`src/rtl/shift_reg_univ.sv`:
```
// Universal shift register: parallel load, shift, rotate, arithmetic shift,
// clear and set, plus a multi-cycle "shift by N" with start/busy/done.
//
// state | meaning
// ------+-------------------------------------------------------------
// IDLE  | single-step ops via en, or accept start (latch op and count)
// RUN   | apply latched op once per edge, count down to terminal 1
// DONE  | one-cycle done pulse, q holds, start/en ignored
module shift_reg_univ #(
  parameter int              WIDTH   = 8,
  parameter logic [WIDTH-1:0] RST_VAL = {WIDTH{1'b0}},
  parameter int              CNT_W   = $clog2(WIDTH + 1)
) (
  input  logic             clk,
  input  logic             rst,
  input  logic             set,
  input  logic             en,
  input  logic [2:0]       mode,
  input  logic [WIDTH-1:0] d,
  input  logic             sin_r,
  input  logic             sin_l,
  input  logic             start,
  input  logic [CNT_W-1:0] shamt,
  output logic [WIDTH-1:0] q,
  output logic             sout_l,
  output logic             sout_r,
  output logic             busy,
  output logic             done
);

  localparam logic [1:0] IDLE = 2'd0;
  localparam logic [1:0] RUN  = 2'd1;
  localparam logic [1:0] DONE = 2'd2;

  localparam logic [2:0] M_HOLD = 3'b000;
  localparam logic [2:0] M_LOAD = 3'b001;
  localparam logic [2:0] M_SHL  = 3'b010;
  localparam logic [2:0] M_SHR  = 3'b011;
  localparam logic [2:0] M_ROL  = 3'b100;
  localparam logic [2:0] M_ROR  = 3'b101;
  localparam logic [2:0] M_ASR  = 3'b110;
  localparam logic [2:0] M_CLR  = 3'b111;

  logic [1:0]       r_state;
  logic [CNT_W-1:0] r_cnt;
  logic [2:0]       r_op;
  logic [WIDTH-1:0] r_q;

  logic [2:0]       w_op;
  logic [WIDTH-1:0] w_step_q;

  // In RUN the latched op drives the datapath; elsewhere the live mode does.
  assign w_op = (r_state == RUN) ? r_op : mode;

  // One step of the selected operation applied to the current contents.
  always_comb begin
    w_step_q = r_q;
    case (w_op)
      M_HOLD: w_step_q = r_q;
      M_LOAD: w_step_q = d;
      M_SHL:  w_step_q = {r_q[WIDTH-2:0], sin_r};
      M_SHR:  w_step_q = {sin_l, r_q[WIDTH-1:1]};
      M_ROL:  w_step_q = {r_q[WIDTH-2:0], r_q[WIDTH-1]};
      M_ROR:  w_step_q = {r_q[0], r_q[WIDTH-1:1]};
      M_ASR:  w_step_q = {r_q[WIDTH-1], r_q[WIDTH-1:1]};
      M_CLR:  w_step_q = {WIDTH{1'b0}};
      default: w_step_q = r_q;
    endcase
  end

  // Register contents and sequencing; set overrides everything but reset.
  always_ff @(posedge clk or negedge rst) begin
    if (!rst) begin
      r_q     <= RST_VAL;
      r_state <= IDLE;
      r_cnt   <= '0;
      r_op    <= M_HOLD;
    end else if (set) begin
      r_q     <= {WIDTH{1'b1}};
      r_state <= IDLE;
      r_cnt   <= '0;
    end else begin
      case (r_state)
        IDLE: begin
          if (start) begin
            r_op    <= mode;
            r_cnt   <= shamt;
            r_state <= (shamt != '0) ? RUN : DONE;
          end else if (en) begin
            r_q <= w_step_q;
          end
        end
        RUN: begin
          r_q   <= w_step_q;
          r_cnt <= r_cnt - CNT_W'(1);
          if (r_cnt == CNT_W'(1)) begin
            r_state <= DONE;
          end
        end
        DONE: begin
          r_state <= IDLE;
        end
        default: begin
          r_state <= IDLE;
        end
      endcase
    end
  end

  assign q      = r_q;
  assign sout_l = r_q[WIDTH-1];
  assign sout_r = r_q[0];
  assign busy   = (r_state == RUN);
  assign done   = (r_state == DONE);

endmodule

```
`config.mk`:
```
export PLATFORM = sky130hd
export DESIGN_NAME = shift_reg_univ
export DESIGN_NICKNAME = d
export VERILOG_FILES = /design/src/rtl/shift_reg_univ.sv
export SDC_FILE = /design/constraint.sdc
export NUM_CORES = 1
export LEC_CHECK = 0
export ABC_AREA = 1
export CAP_MARGIN = 20
export CORE_UTILIZATION = 40
export DETAILED_ROUTE_END_ITERATION = 8
export PLACE_DENSITY = 0.69
export SLEW_MARGIN = 20
export SYNTH_ARGS = -nofsm -noshare
export SYNTH_HDL_FRONTEND = slang
export SYNTH_SLANG_ARGS = --single-unit
```
`constraint.sdc`:
```
create_clock -name clk -period 1.35 [get_ports clk]
set_input_delay 0.405 -clock clk [delete_from_list [all_inputs] [get_ports clk]]
set_output_delay 0.405 -clock clk [all_outputs]
set_load 0.005 [all_outputs]
```
---- Word-level counts from Yosys, hierarchy flattened ----
Index checks and enable logic that the tools add are counted.
operators by class
  bitwise logic cells ..................... 1
  add/sub/neg operators ................... 1
  eq/ne operators ......................... 14
  reduce and logical (&&, ||, !) cells .... 8
  muxes and demuxes ....................... 14
operator list
  operator             count
  $pmux 8 s8           1
  $mux 8               3
  $pmux 8 s2           1
  $eq 3x3->1 const B   4
  $ne 3x3->1 const B   3
  $mux 2               4
  $mux 4               2
  $pmux 4 s2           1
  $eq 3x2->1 const B   2
  $reduce_and 3->1     2
  $eq 4x1->1 const B   1
  $pmux 2 s2           1
  $reduce_and 2->1     2
  $reduce_bool 4->1    1
  $sub 4x1->4 const B  1
  $eq 3x1->1 const B   1
  $logic_not 3->1      1
  $mux 3               1
  $ne 3x2->1 const B   1
  $reduce_bool 3->1    1
  $eq 2x1->1 const B   1
  $eq 2x2->1 const B   1
  $logic_not 2->1      1
  $not 1->1            1
word-level totals
  word-level logic and storage cells ...... 42
  register bits after elaboration ......... 17

---- Logic depth before layout (Yosys ltp) ----
  depth in word-level cells ............... 8
  mapped depth ............................ 12

---- Worst setup path before layout ----
No wires, ideal clock.
  path type ............................... reg-to-reg
  start point ............................. reg r_state[1]
  end point ............................... reg r_q[0], in the netlist q[0]
  clock period less this slack ............ 1.452 ns
  setup time .............................. 0.116 ns
  data arrival time ....................... 1.336 ns
  cell stages (with the launch flop) ...... 12
  path slack .............................. -0.102 ns
  buffers on the path ..................... 1
  path through ............................ dfrtp_1 -> inv_4 -> nand2_4 -> nand2_1 -> nand2_2 -> buf_4 -> nand3_1 -> nand3_2 -> nand2_1 -> nand2_1 -> nor2_1 -> nor2_2
between the ends
  word-level cells in the longest chain between the ends .. 8
  elaborated cells between the ends (all ways) .. 20
ends and longest elaborated chain
  what                                line    RTL
  start, declared                     44      logic [1:0] r_state;
  start signal, assigned              88      r_state <= (shamt != '0) ? RUN : DONE;
  $eq 2x1->1                          53, 83
  $mux 3                              53      assign w_op = (r_state == RUN) ? r_op : mode;
  $eq 3x3->1 (tied with other cells)  58      case (w_op)
  $pmux 8 s8                          58
  $mux 8                              89      end else if (en) begin
  $mux 8                              85      if (start) begin
  $pmux 8 s2                          83      case (r_state)
  $mux 8                              78      end else if (set) begin
  end signal, assigned                79      r_q <= {WIDTH{1'b1}};
  end signal, assigned                90      r_q <= w_step_q;
  end signal, assigned                94      r_q <= w_step_q;
  end, declared                       47      logic [WIDTH-1:0] r_q;
Parallel ways exist; a longest one is shown, timed or not. The select of a mux whose other input is x is not followed.
A chain may end at the register's enable or synchronous reset.

---- Worst setup path in the final report ----
  start point ............................. reg r_state[1]
  end point ............................... reg r_q[7], in the netlist q[7]
Same word-level chain as after synthesis.

==> out/qor.csv <==
stage;metric;value;unit
status;result of the run;complete, but fails checks;
status;violated checks;setup timing;
sta;final worst slack;-0.232;ns
worst_setup_path;Worst setup EP type;flip-flop;
synth;commonest cells in the netlist;nand2_1, inv_1, nand3_1;
clocking;# clock sinks;17;
synth;Synth async-reset ratio;100;%
synth;Top FF cell, synth;dfrtp_1;
floorplanning;die height;61.1;um
sta;RSZ-0062 raised after global routing;yes;
grt;largest net degree at the start of global routing;18;
clocking;clk buf depth;2;
finish;Post-Layout Cell Count;336;
worst_setup_path;crit path DAT;1.78;ns
finish;# fillers;240;
sta;clk_skew;0.0104;ns
placed_design;Placer Congestion;0.834;
synth;#FFs+latches synth;17;
clocking;H-tree depth;1;
synth;count leader, synth;nand2_1;
finish;Final Core Density;75.8;%
clocking;total CTS buffers;3;
synth;Synth Net Count;239;
grt;first-pass GRT wire length;6.51;mm
worst_setup_path;startpoint types;flip-flop;
worst_setup_path;cell family with most CP delay;simple AND/OR/NAND/NOR gates;
grt;routing usage on met2;42.5;%
synth;Synth Area in Compound Gates;6.53;%
clocking;TritonCTS clock tree;yes;
worst_hold_path;Tightest Hold Check Type;input pin to async pin;
pwr;Internal Power;2.78;mW
sta;Tightest Pin Transition;0.337;ns
synth;synthesized instance count;215;
floorplanning;# rows;21;
clocking;clk slew on worst S/H paths;0.13;ns
sta;worst hold slack;0.403;ns
floorplanning;DIE AREA;3740;sq um
floorplanning;starting density of the core;41.9;%
clocking;clock latency on the worst-skew pair;0.31;ns
sta;Slew HR;77.3;%
synth;Syn Area/Cell;6.51;sq um
synth;Synthesis Warnings;0;
pwr;Comb pwr share;77.5;%
sta;Hold Fails Final Rpt;0;
grt;met3 global-route usage;4.20;%
pwr;Psw;2.69;mW
grt;total track usage;23.7;%
pwr;Clock Power Share;5.7;%
placed_design;PortBufs;33;
finish;# diodes;0;
pwr;Sw Ratio;49.2;%
clocking;post-cts hold buffer count;0;
clocking;CTS root buffer;clkbuf_4;
routing;Vias/cell;5.13;
grt;initial antenna violation count;0;
synth;Synth cell types;23;
pwr;pwr/cell area;2160;nW/um^2
finish;share of cells above drive strength 1;46.6;%
pwr;total power;5.47;mW
sta;final worst-path cycle share;117;%
synth;simple-gate portion of the synthesized area;44.9;%
worst_setup_path;worst path cell trace;buf_6 > nor2_4 > nand2_2 > nand2_4 > nand3_4 > nand2_8 > nand2_8 > nand2_8 > nor2_1 > nand2_1 > nand2_1;
synth;post-synth top area cell;dfrtp_1;
worst_setup_path;critical path type;flip-flop to flip-flop;
synth;Synth Area in Adders;1.79;%
synth;sequential share of the synthesized area;30.4;%
placed_design;Final HPWL DP;2.65;mm
worst_setup_path;Max FO, Critical Path;5;
placed_design;DP Area;2000;sq um
pwr;Leak;1.26;nW
routing;ANT nets after route;0;
worst_setup_path;CP bufs+invs;1;
routing;via count;1725;
synth;Post-Synth XOR/XNOR Area;0.626;%
sta;Max Clk Rate;0.632;GHz
flow_run;Max-Cap Viols;0;
synth;post-synthesis mux area share;0;%
worst_setup_path;Required @ worst endpoint;1.55;ns
grt;GR Overflow Total;0;
floorplanning;Die Width;61.1;um
grt;GR peak layer;met2;
floorplanning;Ports;34;
synth;largest family of logic cells by synthesized area;simple AND/OR/NAND/NOR gates;
routing;wirelength, routed;5.13;mm
sta;Slew Viols, Final;0;
synth;Synth area leaders;dfrtp_1, nand2_1, nand3_1;
pwr;Worst VDD drop;979;uV
grt;GR Layer Usage met1;28.4;%
finish;Final Cell Area;2530;sq um
routing;DRC;0;
floorplanning;Placeable Area;3340;sq um
routing;drt first pass iters;4;
finish;NumNets Final;315;
synth;post-synth top area share;30.4;%
placed_design;Cells after DPL;318;
worst_setup_path;cell seen most often among critical-path stages;nand2_8;
worst_setup_path;CP peak stage delay;0.46;ns
routing;Routed WL per cell;15.3;um
synth;EDFF count, synth;0;
worst_setup_path;CP max-delay cell;dfrtp_2;
pwr;Flop pwr share;16.8;%
synth;Netlist Area Pre-Place;1400;sq um
sta;final setup fails;17;
grt;vias in the first global route;1525;
sta;TNS Setup;-2.37;ns
finish;P&R area growth vs syn;80.8;%
placed_design;DP Worst Slack;-0.573;ns
routing;1st-iter DRT viols;107;
sta;min cycle time layout;1.58;ns
final timing paths:
path / depth (start not counted) / slack [ns] / from / to
min in group clk: 3 / 0.47 / mode[2] / r_op[2]
worst min register to register: 2 / 0.58 / r_cnt[3] / r_cnt[3]
worst max register to register: 11 / -0.23 / r_state[1] / q[7]
worst max-delay path: 11 / -0.23 / r_state[1] / q[7]
worst min-delay path: 2 / 0.40 / rst / r_state[1]
max in group asynchronous: 2 / 0.73 / rst / r_state[0]
cells in the final DEF (no fill, tap or decap), types with 3 or more instances in the layout:
master,n
inv_1,31
nor2_2,17
clkdlybuf4s50_1,19
nand2_8,7
clkbuf_4,3
buf_4,25
nand3_4,9
o21ai_1,4
buf_6,18
o21ai_0,5
buf_2,3
clkbuf_2,6
nand2_4,9
nand2_1,40
nor2_1,9
nand3_2,8
clkinv_1,6
nand3_1,17
nand2_2,12
dfrtp_1,15
routing by layer:
metal | wire (um) | part of all wire [%]
met1 | 1920 | 37
met2 | 2760 | 54
met3 | 303 | 5.9
met4 | 156 | 3.0
met5 | 0 | 0
layout make-up:
cell class | instances | area (sq um) | share of cell area (%)
multi-input combinational | 151 | 1130 | 44.6
sequential | 17 | 428 | 16.9
inverter | 41 | 161 | 6.38
timing repair buffer | 77 | 724 | 28.6
clock inverter | 1 | 7.51 | 0.297
clock buffer | 3 | 22.5 | 0.891
tap | 46 | 57.6 | 2.28
what timing repair did:
action                                  4_1_cts  5_1_grt
gates cloned                                  3        0
buffers inserted                             10        2
endpoints found under the setup margin       27       26
pin swaps                                    22       20
resized for setup                            82       61
cells by family (layout without fill, tap and decap cells):
logic type      Yosys count  count (layout)
flops                    17              17
simple gates            129             131
fa+ha+maj                 2               2
compound gates           17              17
buf+inv                  49             122
xor+xnor                  1               1
worst reg2reg max path, cell delays in order, from the launching register on:
cell,delay (ns)
dfrtp_2,0.46
buf_6,0.13
nor2_4,0.10
nand2_2,0.08
nand2_4,0.15
nand3_4,0.12
nand2_8,0.12
nand2_8,0.08
nand2_8,0.08
nor2_1,0.04
nand2_1,0.06
nand2_1,0.06
registers in the layout, summed over array words and instances, names as in the netlist:
register	flops
r_op	3
r_state	2
r_cnt	4
q	8
power by group through the flow:
stage          sequential (mW)  clock (mW)  combinational [mW]
4_1_cts                  0.892       0.315                3.40
3_5_place_dp             0.933           0                2.79
2_1_floorplan            0.922           0                1.68
6_report                 0.918       0.313                4.23
3_3_place_gp             0.926           0                2.76
5_1_grt                  0.947       0.333                4.55
(Power assumes the default switching activity.)
